[src/rtl/viterbi_ctrl_pkg.sv]
// Shared types and constants for the Viterbi frame controller.
package viterbi_ctrl_pkg;

  typedef enum logic [1:0] {
    IDLE  = 2'd0,
    FEED  = 2'd1,
    FLUSH = 2'd2,
    DRAIN = 2'd3
  } ctrl_state_t;

  // A payload byte carries four rate-1/2 symbol pairs.
  localparam int PAIRS_PER_BYTE = 4;

  // Reserved bits between the overrun flag and the frame count in the status byte.
  localparam logic [2:0] STATUS_PAD = 3'b000;

  // Move the cnt most recent packer bits to the top of the byte and zero the rest.
  function automatic logic [7:0] pad_byte(input logic [7:0] sr, input logic [2:0] cnt);
    logic [3:0] sh;
    sh = 4'd8 - {1'b0, cnt};
    return sr << sh;
  endfunction

endpackage

[src/rtl/viterbi_frame_ctrl_byte_fifo.sv]
// First-word-fall-through byte FIFO used as the output buffer to the UART TX.
// A push while full is accepted only when a pop happens in the same cycle.
module byte_fifo #(
  parameter int DEPTH = 4
) (
  input  logic       clk,
  input  logic       rstn,
  input  logic       push,
  input  logic [7:0] din,
  input  logic       pop,
  output logic [7:0] dout,
  output logic       full,
  output logic       empty
);

  localparam int AW = (DEPTH > 1) ? $clog2(DEPTH) : 1;
  localparam logic [AW:0] FULL_CNT = (AW + 1)'(DEPTH);

  logic [7:0]    mem [DEPTH];
  logic [AW-1:0] wptr, rptr;
  logic [AW:0]   count;
  logic          do_push, do_pop;

  assign full    = (count == FULL_CNT);
  assign empty   = (count == '0);
  assign do_pop  = pop && !empty;
  assign do_push = push && (!full || do_pop);
  assign dout    = empty ? 8'h00 : mem[rptr];

  // Pointer and occupancy bookkeeping.
  // NOTE: sequential state uses non-blocking assignments so every flop samples pre-edge values.
  always_ff @(posedge clk or negedge rstn) begin
    if (!rstn) begin
      wptr  <= '0;
      rptr  <= '0;
      count <= '0;
    end else begin
      if (do_push) wptr <= wptr + AW'(1);
      if (do_pop)  rptr <= rptr + AW'(1);
      case ({do_push, do_pop})
        2'b10:   count <= count + (AW + 1)'(1);
        2'b01:   count <= count - (AW + 1)'(1);
        default: count <= count;
      endcase
    end
  end

  // Storage array write.
  // NOTE: the array has no reset; the pointers define which entries are valid.
  always_ff @(posedge clk) begin
    if (do_push) mem[wptr] <= din;
  end

endmodule

[src/rtl/viterbi_frame_ctrl.sv]
// Viterbi frame controller: parses a length-prefixed frame from the UART RX,
// feeds symbol pairs to the decoder, flushes it, repacks decoded bits into
// bytes and queues them for the UART TX.
// Build option: define VITERBI_STATUS_BYTE_EN to append a status byte
// {overrun, 3'b000, frame_cnt[3:0]} after every frame.
module viterbi_frame_ctrl
  import viterbi_ctrl_pkg::*;
#(
  parameter int OBUF_DEPTH = 4,
  parameter int MAX_LEN    = 255
) (
  input  logic       clk,
  input  logic       rstn,
  input  logic [7:0] rx_data,
  input  logic       rx_valid,
  output logic [1:0] sym_data,
  output logic       sym_valid,
  input  logic       sym_ready,
  output logic       dec_flush,
  input  logic       dec_bit,
  input  logic       dec_valid,
  output logic       dec_ready,
  input  logic       dec_done,
  output logic [7:0] tx_data,
  output logic       tx_valid,
  input  logic       tx_ready,
  output logic       busy,
  output logic       overrun
);

  ctrl_state_t state, state_nxt;

  logic [7:0] len_cnt, hold_reg;
  logic       hold_full;
  logic [1:0] pair_cnt;
  logic [7:0] pk_sr;
  logic [2:0] pk_cnt;
  logic       done_seen;

  logic       len_ok, sym_fire, last_pair, bit_fire, byte_done, drain_active;
  logic       fifo_push, fifo_pop, fifo_full, fifo_empty, can_push, pad_push;
  logic       status_push;
  logic [7:0] fifo_din;

`ifdef VITERBI_STATUS_BYTE_EN
  logic [3:0] frame_cnt;
`endif

  assign len_ok    = (rx_data != 8'd0) && (int'(rx_data) <= MAX_LEN);
  assign sym_valid = (state == FEED) && hold_full;
  assign sym_data  = sym_valid ? hold_reg[7:6] : 2'b00;
  assign sym_fire  = sym_valid && sym_ready;
  assign last_pair = sym_fire && (pair_cnt == 2'(PAIRS_PER_BYTE - 1));
  assign dec_flush = (state == FLUSH);
  assign dec_ready = (state != IDLE) && !fifo_full;
  assign bit_fire  = dec_valid && dec_ready;
  assign byte_done = bit_fire && (pk_cnt == 3'd7);
  assign busy      = (state != IDLE);
  assign tx_valid  = !fifo_empty;
  assign fifo_pop  = !fifo_empty && tx_ready;
  assign can_push  = !fifo_full || fifo_pop;

  // Trailing pushes only start once the decoder has signalled the end of the frame
  // and no decoded bit is landing in the packer in the same cycle.
  assign drain_active = (state == DRAIN) && done_seen && !bit_fire;
  assign pad_push     = drain_active && (pk_cnt != 3'd0) && can_push;
`ifdef VITERBI_STATUS_BYTE_EN
  assign status_push  = drain_active && (pk_cnt == 3'd0) && can_push;
`else
  assign status_push  = 1'b0;
`endif
  assign fifo_push    = byte_done || pad_push || status_push;

  // Select which byte enters the output FIFO this cycle.
  always_comb begin
    // NOTE: default first so every path assigns the output and no latch is inferred.
    fifo_din = pad_byte(pk_sr, pk_cnt);
    if (byte_done) begin
      fifo_din = {pk_sr[6:0], dec_bit};
    end
`ifdef VITERBI_STATUS_BYTE_EN
    else if (status_push) begin
      fifo_din = {overrun, STATUS_PAD, frame_cnt + 4'd1};
    end
`endif
  end

  // Next-state logic for the frame sequencer.
  always_comb begin
    state_nxt = state;
    case (state)
      IDLE:  if (rx_valid && len_ok) state_nxt = FEED;
      FEED:  if (last_pair && (len_cnt == 8'd1)) state_nxt = FLUSH;
      FLUSH: state_nxt = DRAIN;
`ifdef VITERBI_STATUS_BYTE_EN
      DRAIN: if (status_push) state_nxt = IDLE;
`else
      DRAIN: if (drain_active && (pk_cnt == 3'd0)) state_nxt = IDLE;
`endif
      default: state_nxt = IDLE;
    endcase
  end

  // State register.
  always_ff @(posedge clk or negedge rstn) begin
    if (!rstn) state <= IDLE;
    else       state <= state_nxt;
  end

  // Length counter, holding register unpacking and sticky overrun.
  always_ff @(posedge clk or negedge rstn) begin
    if (!rstn) begin
      len_cnt   <= 8'd0;
      hold_reg  <= 8'd0;
      hold_full <= 1'b0;
      pair_cnt  <= 2'd0;
      overrun   <= 1'b0;
    end else begin
      if (state == IDLE && rx_valid && len_ok) len_cnt <= rx_data;
      if (state == FEED) begin
        if (rx_valid && !hold_full) begin
          hold_reg  <= rx_data;
          hold_full <= 1'b1;
          pair_cnt  <= 2'd0;
        end else if (sym_fire) begin
          hold_reg <= {hold_reg[5:0], 2'b00};
          pair_cnt <= pair_cnt + 2'd1;
          if (last_pair) begin
            hold_full <= 1'b0;
            len_cnt   <= len_cnt - 8'd1;
          end
        end
      end
      if (rx_valid && (((state == IDLE) && !len_ok) || ((state == FEED) && hold_full) ||
                       (state == FLUSH) || (state == DRAIN)))
        overrun <= 1'b1;
    end
  end

  // Decoded-bit packer and end-of-frame tracking.
  always_ff @(posedge clk or negedge rstn) begin
    if (!rstn) begin
      pk_sr     <= 8'd0;
      pk_cnt    <= 3'd0;
      done_seen <= 1'b0;
    end else begin
      if (bit_fire) begin
        pk_sr  <= {pk_sr[6:0], dec_bit};
        pk_cnt <= pk_cnt + 3'd1;
      end else if (pad_push) begin
        pk_sr  <= 8'd0;
        pk_cnt <= 3'd0;
      end
      if (state_nxt == IDLE)
        done_seen <= 1'b0;
      else if (dec_done && (state == FLUSH || state == DRAIN))
        done_seen <= 1'b1;
    end
  end

`ifdef VITERBI_STATUS_BYTE_EN
  // Completed-frame counter, advanced when the status byte is queued.
  always_ff @(posedge clk or negedge rstn) begin
    if (!rstn)            frame_cnt <= 4'd0;
    else if (status_push) frame_cnt <= frame_cnt + 4'd1;
  end
`endif

  byte_fifo #(.DEPTH(OBUF_DEPTH)) u_obuf (
    .clk   (clk),
    .rstn  (rstn),
    .push  (fifo_push),
    .din   (fifo_din),
    .pop   (fifo_pop),
    .dout  (tx_data),
    .full  (fifo_full),
    .empty (fifo_empty)
  );

endmodule
[config.mk]
export PLATFORM = sky130hd
export DESIGN_NAME = viterbi_frame_ctrl
export DESIGN_NICKNAME = d
export VERILOG_FILES = /design/src/rtl/viterbi_ctrl_pkg.sv /design/src/rtl/viterbi_frame_ctrl_byte_fifo.sv /design/src/rtl/viterbi_frame_ctrl.sv
export SDC_FILE = /design/constraint.sdc
export NUM_CORES = 1
export LEC_CHECK = 0
export CORE_MARGIN = 10
export CORE_UTILIZATION = 55
export CTS_CLUSTER_DIAMETER = 50
export DETAILED_ROUTE_END_ITERATION = 6
export DONT_BUFFER_PORTS = 1
export PLACE_DENSITY_LB_ADDON = 0.08
export SYNTH_ARGS = -nofsm -noshare
export SYNTH_HDL_FRONTEND = slang
export SYNTH_HIERARCHICAL = 1
export SYNTH_SLANG_ARGS = --single-unit
[constraint.sdc]
create_clock -name clk -period 9.2 [get_ports clk]
set_input_delay 0.92 -clock clk [delete_from_list [all_inputs] [get_ports clk]]
set_output_delay 0.92 -clock clk [all_outputs]
set_load 0.02 [all_outputs]
==> results of run 1 <==
==> worst max-delay path: stages, from the launching register on <==
cell and delay [ns]:
dfrtp_1 0.41, or3b_1 0.44, inv_1 0.16, nor2b_1 0.12, and3_1 0.30, or2_2 0.35, o21a_4 0.15, inv_1 0.06
ha_1 0.18, inv_1 0.06, fa_1 0.37, xor2_1 0.15, nor2_1 0.12, xor2_1 0.15
==> per-layer routing <==
metal / track usage (%) / vias up / routed length, um
li1: - / 1157 / -
met2: 21.4 / 37 / 3250
met5: 0 / - / 0
met1: 21.3 / 1202 / 3710
met3: 4.29 / 7 / 363
met4: 4.17 / 0 / 68
==> layout by cell type, fill, tap and decap left out, drive strengths merged, types with 2 or more instances in the layout <==
master	netlist	layout
a221o	2	2
or2	2	2
dfrtp	41	41
inv	20	21
a211oi	4	4
or4	3	3
o21ai	17	17
mux4	9	9
and3	4	4
o221a	3	3
clkinv	0	4
nand3	7	7
nand4	2	2
o22ai	2	2
mux2	7	7
nor2b	6	6
nand2	21	21
and2	18	18
ha	12	12
nor2	16	16
nand2b	3	3
mux2i	14	14
nor4	3	3
edfxtp	32	32
a22o	14	14
nor3	7	7
o211ai	2	2
xnor2	3	3
xor2	3	3
a21oi	5	5
clkbuf	7	10
==> per-stage QoR <==
| stage | power, W | cell area, um2 | std cells |
|---|---|---|---|
| 2_1_floorplan | 0.000987 | 3780 | 315 |
| 3_3_place_gp | 0.00108 | 3820 | 381 |
| 3_5_place_dp | 0.00109 | 3820 | 381 |
| 4_1_cts | 0.00131 | 3990 | 397 |
| 5_1_grt | 0.00141 | 3990 | 397 |
| 6_report | 0.00130 | 3990 | 397 |
==> power breakdown <==
part	total (W)	switching (W)	internal (W)	leakage [nW]
clock	0.000217	0.000118	0.0000987	0.0866
combinational	0.000538	0.000300	0.000238	0.755
sequential	0.000546	0.000102	0.000444	0.798
total	0.00130	0.000520	0.000781	1.64
==> logic make-up after synthesis <==
group | share of synthesized area (%)
mux | 11.3
fa+ha+maj | 4.50
compound gates | 11.9
flops | 52.5
simple gates | 14.5
xor+xnor | 1.39
buf+inv | 3.90
==> area by class of cell <==
| type | count | area [um2] | area share, % |
|---|---|---|---|
| sequential | 73 | 1990 | 49.8 |
| multi-input combinational | 207 | 1650 | 41.3 |
| clock buffer | 10 | 128 | 3.20 |
| tap | 80 | 100 | 2.51 |
| inverter | 20 | 75.1 | 1.88 |
| clock inverter | 6 | 43.8 | 1.10 |
| timing repair buffer | 1 | 7.51 | 0.188 |
==> synth_stat cells, drive strengths merged, types with 4 or more instances <==
| library cell | count | area share [%] |
|---|---|---|
| buf | 8 | 1.2 |
| mux4 | 9 | 5.4 |
| nor2b | 6 | 0.99 |
| mux2 | 7 | 2.2 |
| and2 | 18 | 3.1 |
| clkbuf | 7 | 0.70 |
| nor3 | 7 | 0.93 |
| dfrtp | 41 | 27 |
| a21oi | 5 | 0.66 |
| edfxtp | 32 | 25 |
| nand3 | 7 | 0.93 |
| nand2 | 21 | 2.1 |
| o21ai | 17 | 2.3 |
| mux2i | 14 | 3.7 |
| and3 | 4 | 0.66 |
| nor2 | 16 | 1.8 |
| a22o | 14 | 3.2 |
| a211oi | 4 | 0.79 |
| inv | 20 | 2.0 |
| ha | 12 | 4.0 |
==> worst paths after layout <==
kind,from,end,slack [ns]
worst min-delay path,rstn,len_cnt[3],0.26
worst max-delay path,u_obuf/count[0],u_obuf/count[2],6.13
max in group asynchronous,rstn,pk_cnt[2],8.84
min in group clk,hold_reg[0],hold_reg[0],0.48
worst min register to register,hold_reg[0],hold_reg[0],0.48
worst max register to register,u_obuf/count[0],u_obuf/count[2],6.13
==> results.txt, run 1 <==
First-pass GRT wire length: 12,200 um
Layout cells sized above 1: 15.1%
Layout net count: 341
Max Slew Vio Count: 0
Syn_area_per_cell: 12.0 um2
Total GRT Usage: 14.9%
Die area: 10,600 um2
Post-synth cell types: 57
Via-per-instance ratio: 6.05
Number of global-route vias before repair: 2,340
Worst Setup Start Kind: flop
DR WL/cell: 18.6 um
VDD IR-drop max: 172 uV
Largest fanout on the critical path: 11
Period minus WS final: 3.07 ns
Part of the cycle the worst path needs: 33.4%
P_leak: 1.64 nW
Outcome: finished, final reports clean
Asr flop ratio synth: 56.2%
Residual DRC: 0
Largest net degree at the start of global routing: 42
Max H-tree Level: 3
Reg clk slew, reported paths: 0.08 ns
Clock Path Buffers: 2
Syn nets: 344
Endpoint class of the critical path: flop
Number of core rows: 30
Area grow syn2layout: 5.46%
Final Setup Violations: 0
CTS Sinks: 73
PD cells: 326 nW/um2
Final core occ: 59.3%
Max-slew headroom: 61.8%
Pre-Repair DR Iteration Count: 4
Register name with the most flops: u_obuf/mem
Post-CTS setup buffer count: 0
N_diodes: 0
CTS Buf Count: 9
Final hold viol count: 0
Clock latency at the later pin of the worst-skew pair: 0.34 ns
Worst hold-check path type: in -> async
Largest register FFs: 32
Fill count: 558
Initial antenna violation count: 0
Worst slew pin tran: 0.573 ns
DRT antenna net count: 0
Clock Skews: 0.00845 ns
Initial Util: 56.3%
EDFF count, synth: 32
CTS root buffer: clkbuf_8
HPWL Detailed: 5330 um
Register area share after synthesis: 52.5%
Synthesized area: 3780 um2
Die Y: 103 um
Total gr overflow: 0
RSZ-0062 raised after global routing: false
IO Port Bufs: 0
Critical Path AT: 3.34 ns
Max_cap viols: 0
Via Count: 2,403
Setup ws final: 6.13 ns
# hold bufs at CTS: 0
Yosys Warn Count: 6
Critical path data required time: 9.47 ns
Final Hold Slack: 0.263 ns
DP Worst Slack: 6.15 ns
Final wirelength: 7400 um
Flops & latches, synth: 73
Fin Setup TNS: 0 ns
First DRT Iteration DRCs: 130
Register-to-Register Path Depth: 13
CORE AREA: 6720 um2
Io pins: 32
Max Clock Freq: 326 MHz
GP Congestion: 0.808
Post-CTS Resized: 0
Cells after Synth: 315
TritonCTS clock tree: built
Die W: 103 um
Setup CP Type: reg -> reg
Ys flop type: dfrtp_1
(Power assumes the default switching activity.)
==> run 2: changes to the inputs <==
==> constraint.sdc (replaced) <==
create_clock -name clk -period 2.95 [get_ports clk]
set_input_delay 0.295 -clock clk [delete_from_list [all_inputs] [get_ports clk]]
set_output_delay 0.295 -clock clk [all_outputs]
set_load 0.02 [all_outputs]
==> results.txt, run 2 (same netlist as run 1, synthesis figures left out) <==
Final wirelength: 7540 um (+1.8%)
DRT antenna net count: 0 (unchanged)
Max-slew headroom: 59.9% (-1.9 points)
Largest fanout on the critical path: 7 (-4)
Total gr overflow: 0 (unchanged)
Final Setup Violations: 0 (unchanged)
Setup CP Type: reg -> reg
Register-to-Register Path Depth: 13 (unchanged)
Hold Path Depth: 2
PD cells: 1010 nW/um2 (+210%)
Part of the cycle the worst path needs: 93.8% (+60 points)
Critical path data required time: 3.22 ns (-6.25 ns)
Largest register FFs: 32 (unchanged)
Max H-tree Level: 3 (unchanged)
CP cell instances: or3b_4 > inv_2 > nor2b_1 > and3_1 > or2_2 > o21a_4 > inv_1 > ha_1 > inv_1 > fa_1 > xor2_1 > nor2_1 > xor2_1
TritonCTS clock tree: built
WP depth: 13 (unchanged)
R2r setup slk: 0.18 ns (-5.95 ns)
Number of core rows: 30 (unchanged)
Psw: 0.00165 W (+220%)
Layout cells sized above 1: 18.1% (+3.0 points)
Clock Power Share: 16.5% (-0.2 points)
DR WL/cell: 18.6 um (-0.42%)
Number of global-route vias before repair: 2,373 (+1.4%)
Worst Setup Start Kind: flop
Via-per-instance ratio: 5.96 (-1.6%)
Worst Hold Endpoint: hold_reg[0]
Max incr delay on CP: 0.43 ns (about the same)
Worst hold-check path type: in -> reg
GP Congestion: 0.835 (+3.3%)
Largest net degree at the start of global routing: 42 (unchanged)
Fin Setup TNS: 0 ns (unchanged)
Residual DRC: 0 (unchanged)
CTS root buffer: clkbuf_8
CTS Buf Count: 9 (unchanged)
Clock latency at the later pin of the worst-skew pair: 0.34 ns (about the same)
Max stage delay cell, worst path: or3b_4
Clock Skews: 0.00480 ns (-0.00365 ns)
Worst r2r src: u_obuf/count[0]
P_leak: 1.68 nW (+2.7%)
Via Count: 2,418 (+0.62%)
CORE AREA: 6720 um2 (unchanged)
IO Port Bufs: 0 (unchanged)
CP startpoint: u_obuf/count[0]
Critical Path AT: 3.03 ns (-0.31 ns)
Max Clock Freq: 361 MHz (+11%)
Pre-Repair DR Iteration Count: 4 (unchanged)
Worst r2r dst: u_obuf/count[2]
Commonest non-fill, non-tap cell in the layout: dfrtp_1
N_diodes: 0 (unchanged)
WP buf/inv: 3 (unchanged)
Outcome: finished, final reports clean
Hold Path Origin: rx_data[0]
Internal power: 0.00249 W (+220%)
Max Slew Vio Count: 0 (unchanged)
Total GRT Usage: 15.5% (+0.59 points)
Layout net count: 350 (+2.6%)
Io pins: 32 (unchanged)
Initial antenna violation count: 0 (unchanged)
CTS Sinks: 73 (unchanged)
Initial Util: 56.3% (unchanged)
Most frequent cells in the layout: 41 x dfrtp_1, 32 x edfxtp_1, 21 x nand2_1
RSZ-0062 raised after global routing: false
Reg clk slew, reported paths: 0.08 ns (about the same)
Flop pwr share: 40.3% (-1.7 points)
First-pass GRT wire length: 12,500 um (+2.2%)
Top Family by Delay on Critical Path: simple AND/OR/NAND/NOR gates
Die Y: 103 um (unchanged)
Register name with the most flops: u_obuf/mem
Die area: 10,600 um2 (unchanged)
Die W: 103 um (unchanged)
Area grow syn2layout: 7.88%
Final Hold Slack: 0.0815 ns (-0.182 ns)
Combinational share of power: 43.2% (+1.9 points)
HPWL Detailed: 5400 um (+1.4%)
Sw frac: 39.9% (-0.068 points)
First DRT Iteration DRCs: 141 (+8.5%)
Clock Path Buffers: 2 (unchanged)
Final hold viol count: 0 (unchanged)
Endpoint class of the critical path: flop
Total power: 0.00414 W (+220%)
Period minus WS final: 2.77 ns (-0.301 ns)
VDD IR-drop max: 579 uV (+240%)
Worst slew pin tran: 0.602 ns (+0.0287 ns)
Max_cap viols: 0 (unchanged)
==> run 2: cell types whose count changed in the layout (fill, tap and decap cells not counted) <==
cell,change
buf_4,+7
clkinv_4,-2
buf_12,+1
clkinvlp_4,+1
dlygate4sd3_1,+1
inv_1,-1
inv_2,+1
inv_6,+1
nand2b_1,-1
nand2b_4,+1
or3b_1,-1
or3b_4,+1
==> run 2: worst max path at each step <==
stage / slack (ns) / endpoint
floorplan: 0.06 / u_obuf/count[2]
global placement: 0.20 / u_obuf/count[2]
detailed placement: 0.11 / u_obuf/count[2]
CTS: 0.08 / u_obuf/count[2]
global route: 0.007 / u_obuf/count[2]
finish: 0.18 / u_obuf/count[2]
==> run 2: cell type report <==
cell class / instances / area [um2]
Timing Repair Buffer: 10 / 90.1
Sequential cell: 73 / 1990
Clock inverter: 6 / 42.5
Tap cell: 80 / 100
Multi-Input combinational cell: 207 / 1660
Inverter: 20 / 75.1
Fill cell: 539 / 2640
Clock buffer: 10 / 128
==> run 2: per-stage QoR <==
stage | cells | util (%) | setup WS (ns) | cell area [um2]
3_5_place_dp | 387 | 57.5 | 0.106 | 3860
5_1_grt | 406 | 60.7 | 0.00658 | 4080
3_3_place_gp | 387 | 57.5 | 0.200 | 3860
4_1_cts | 405 | 60.4 | 0.0770 | 4060
2_1_floorplan | 315 | - | 0.0647 | 3780
6_report | 406 | 60.7 | 0.182 | 4080
==> run 2: routing by layer <==
layer / vias to the layer above / track usage [%] / share of wire [%]
met5: - / 0 / 0
met4: 0 / 5.78 / 1.3
met3: 11 / 3.55 / 5.0
met2: 40 / 22.4 / 44
met1: 1194 / 22.0 / 50
li1: 1173 / - / -
==> run 2: power groups by stage <==
stage               clock [W]  sequential [W]  combinational [W]
global route         0.000753         0.00172            0.00201
CTS                  0.000708         0.00167            0.00179
floorplan                   0         0.00155            0.00152
detailed placement          0         0.00169            0.00176
finish               0.000683         0.00167            0.00179
global placement            0         0.00168            0.00173
==> run 2: worst register-to-register path, stage by stage (launching register included) <==
cell and delay, ns:
dfrtp_1 0.41, or3b_4 0.43, inv_2 0.10, nor2b_1 0.06, and3_1 0.19, or2_2 0.30, o21a_4 0.15, inv_1 0.06
ha_1 0.17, inv_1 0.06, fa_1 0.37, xor2_1 0.15, nor2_1 0.11, xor2_1 0.15
==> run 2: repair_timing <==
| action | 4_1_cts | 5_1_grt |
|---|---|---|
| hold buffers | 2 | 0 |
| setup buffers | 0 | 1 |
| setup endpoints to repair | 0 | 1 |
| endpoints found under the hold margin | 41 | 0 |
| resized for setup | 0 | 3 |
==> run 3: changes to the inputs <==
--- a/config.mk
+++ b/config.mk
@@ -13,5 +13,4 @@
 export PLACE_DENSITY_LB_ADDON = 0.08
 export SYNTH_ARGS = -nofsm -noshare
 export SYNTH_HDL_FRONTEND = slang
-export SYNTH_HIERARCHICAL = 1
 export SYNTH_SLANG_ARGS = --single-unit
==> results.txt, run 3 <==
Number of global-route vias before repair: 2,311 (-2.6%)
CORE AREA: 6720 um2 (unchanged)
Pre-Repair DR Iteration Count: 5 (+1)
Max Slew Vio Count: 0 (unchanged)
Io pins: 32 (unchanged)
Fill count: 542 (+0.56%)
Worst r2r dst: u_obuf.count[2]
DRT antenna net count: 0 (unchanged)
Asr flop ratio synth: 56.2% (unchanged)
Total GRT Usage: 15.0% (-0.49 points)
Flops & latches, synth: 73 (unchanged)
PD cells: 1040 nW/um2 (+2.5%)
EDFF count, synth: 32 (unchanged)
Die area: 10,500 um2 (-0.40%)
Cell Area, Placed: 3830 um2 (-0.84%)
CTS Buf Count: 9 (unchanged)
DR WL/cell: 18.3 um (-1.5%)
Worst hold-check path type: in -> reg
Syn_area_per_cell: 12.1 um2 (+0.46%)
Max Clock Freq: 390 MHz (+7.8%)
Ys flop type: dfrtp_1
Met1 usage in global routing: 21.6% (-0.38 points)
Total gr overflow: 0 (unchanged)
GR Util met2: 20.8% (-1.6 points)
Reg clk slew, reported paths: 0.08 ns (about the same)
Routing usage on met3: 3.95% (+0.40 points)
Worst r2r src: pk_cnt[0]
Layout cells sized above 1: 15.0% (-3.1 points)
Number of core rows: 30 (unchanged)
First DRT Iteration DRCs: 87 (-38%)
Most frequent cells in the layout: 41 x dfrtp_1, 32 x edfxtp_1, 22 x nand2_1, 22 x o21ai_0
CTS Sinks: 73 (unchanged)
Yosys Warn Count: 0 (-6)
Synth top area share: 27.3% (+0.14 points)
Cells after Synth: 312 (-0.95%)
Setup CP Type: reg -> reg
Final hold viol count: 0 (unchanged)
CTS root buffer: clkbuf_8
IO Port Bufs: 0 (unchanged)
Fin area: 4090 um2 (+0.15%)
Clock latency at the later pin of the worst-skew pair: 0.35 ns (about the same)
Part of the cycle the worst path needs: 87.0% (-6.8 points)
N_diodes: 0 (unchanged)
Critical path data required time: 3.22 ns (about the same)
Final wirelength: 7330 um (-2.7%)
Register name with the most flops: u_obuf.mem
Clock Skews: 0.00954 ns (+0.00474 ns)
Global routing's busiest layer: met1
Initial Util: 56.0% (-0.28 points)
Die Y: 103 um (-0.20%)
Post-CTS setup buffer count: 0 (unchanged)
First-pass GRT wire length: 12,200 um (-2.1%)
Layout net count: 345 (-1.4%)
Post-synth top cells: 41 x dfrtp_1, 32 x edfxtp_1, 22 x nand2_1, 22 x o21ai_0
Clock Path Buffers: 2 (unchanged)
Worst Setup Start Kind: flop
R2r setup slk: 0.38 ns (+0.20 ns)
Register-to-Register Path Depth: 11 (-2)
Final Setup Violations: 0 (unchanged)
Largest register FFs: 32 (unchanged)
Cell taking the most area after synthesis: dfrtp_1
GP Congestion: 0.816 (-2.2%)
Critical Path AT: 2.83 ns (-0.20 ns)
Most common cell in the netlist: dfrtp_1
TritonCTS clock tree: built
Area grow syn2layout: 8.58%
Via-per-instance ratio: 5.94 (-0.26%)
Setup crit end: u_obuf.count[2]
Post-CTS Resized: 0 (unchanged)
Max H-tree Level: 3 (unchanged)
Die W: 103 um (-0.20%)
Largest cells by area after synthesis: dfrtp_1 27%, edfxtp_1 26%, mux4_2 6.6%
Largest net degree at the start of global routing: 42 (unchanged)
Residual DRC: 0 (unchanged)
CP startpoint: pk_cnt[0]
VDD IR-drop max: 652 uV (+13%)
Outcome: finished, final reports clean
Post-synth cell types: 54 (-5.3%)
Max_cap viols: 0 (unchanged)
Largest fanout on the critical path: 12 (+5)
Max-slew headroom: 56.7% (-3.2 points)
Period minus WS final: 2.57 ns (-0.201 ns)
DP Cell Count: 383 (-1.0%)
Register area share after synthesis: 52.8% (+0.26 points)
Synthesized area: 3760 um2 (-0.50%)
RSZ-0062 raised after global routing: false
Syn nets: 341 (-0.87%)
Commonest non-fill, non-tap cell in the layout: dfrtp_1
Initial antenna violation count: 0 (unchanged)
Endpoint class of the critical path: flop
Via Count: 2,382 (-1.5%)
Worst slew pin tran: 0.644 ns (+0.0421 ns)
P_leak: 1.66 nW (-1.6%)
Fin Setup TNS: 0 ns (unchanged)
HPWL Detailed: 5270 um (-2.4%)
Post-route insts no fill: 401 (-1.2%)
run 3: cell types whose count changed after synthesis, sizes merged, moves of 3 or more:
cell | previous run | this run
mux2 | 7 | 4
or4 | 3 | 0
a211oi | 4 | 1
o21ai | 17 | 22
nor2 | 16 | 12
inv | 20 | 12
a21oi | 5 | 10
and2 | 18 | 12
run 3: how the worst min path moves through the flow:
stage / startpoint / endpoint / slack (ns) / depth (start not counted)
6_report: dec_bit / pk_sr[0] / 0.09 / 1
5_1_grt: dec_bit / pk_sr[0] / 0.08 / 1
4_1_cts: dec_bit / pk_sr[0] / 0.07 / 1
3_5_place_dp: rstn / hold_reg[7] / 0.0009 / 0
3_3_place_gp: rstn / hold_reg[6] / 0.0008 / 0
2_1_floorplan: rstn / done_seen / -0.0006 / 0
run 3: timing repair:
item / CTS / global route
setup endpoints to repair: 0 / 0
hold buffers: 2 / 0
hold endpoints to repair: 41 / 0
run 3: where the power goes:
group / leakage [nW] / internal (W) / switching, W / total [W]
Combinational: 0.749 / 0.000727 / 0.000906 / 0.00163
Clock: 0.110 / 0.000485 / 0.000394 / 0.000878
Sequential: 0.798 / 0.00142 / 0.000314 / 0.00174
run 3: logic make-up (layout without fill, tap and decap cells):
family | after synthesis | in the layout | share of synthesized area (%)
buffers and inverters | 29 | 38 | 3.69
xor gates and xnor gates | 6 | 6 | 1.40
AOI/OAI and AO/OA | 63 | 63 | 11.6
adders and majority gates | 13 | 13 | 4.52
DFF | 73 | 73 | 52.8
muxes | 29 | 29 | 11.5
and+or+nand+nor | 99 | 99 | 14.5
run 3: layout make-up:
type | instances | area [um2] | share of cell area [%]
Inverter | 12 | 45.0 | 1.10
Clock inverter | 7 | 103 | 2.51
Clock buffer | 9 | 124 | 3.03
Sequential cell | 73 | 1990 | 48.6
Tap cell | 80 | 100 | 2.45
Timing Repair Buffer | 10 | 90.1 | 2.21
Multi-Input combinational cell | 210 | 1640 | 40.1
run 3: per-stage QoR:
step                      utilization (%)  total power, W  setup slack (ns)  hold slack (ns)
after CTS                            60.8         0.00429             0.365           0.0734
after global routing                 60.8         0.00458             0.152           0.0836
after floorplan                         -         0.00304             0.304        -0.000591
after global placement               57.0         0.00334             0.458         0.000823
after detailed placement             57.0         0.00339             0.394         0.000854
final                                60.8         0.00425             0.384           0.0895
run 3: layer usage:
layer | routed length, um | up-vias
li1 | - | 1161
met1 | 3640 | 1167
met2 | 3230 | 46
met3 | 363 | 8
met4 | 98 | 0
met5 | 0 | -
run 3: critical path, cell delays in order (launching register included):
cell and delay, ns:
dfrtp_1 0.40, buf_4 0.19, ha_1 0.20, ha_1 0.19, and4_4 0.21, a21oi_4 0.22
ha_1 0.22, inv_1 0.06, fa_1 0.37, xor2_1 0.15, nor2_1 0.11, xor2_1 0.15
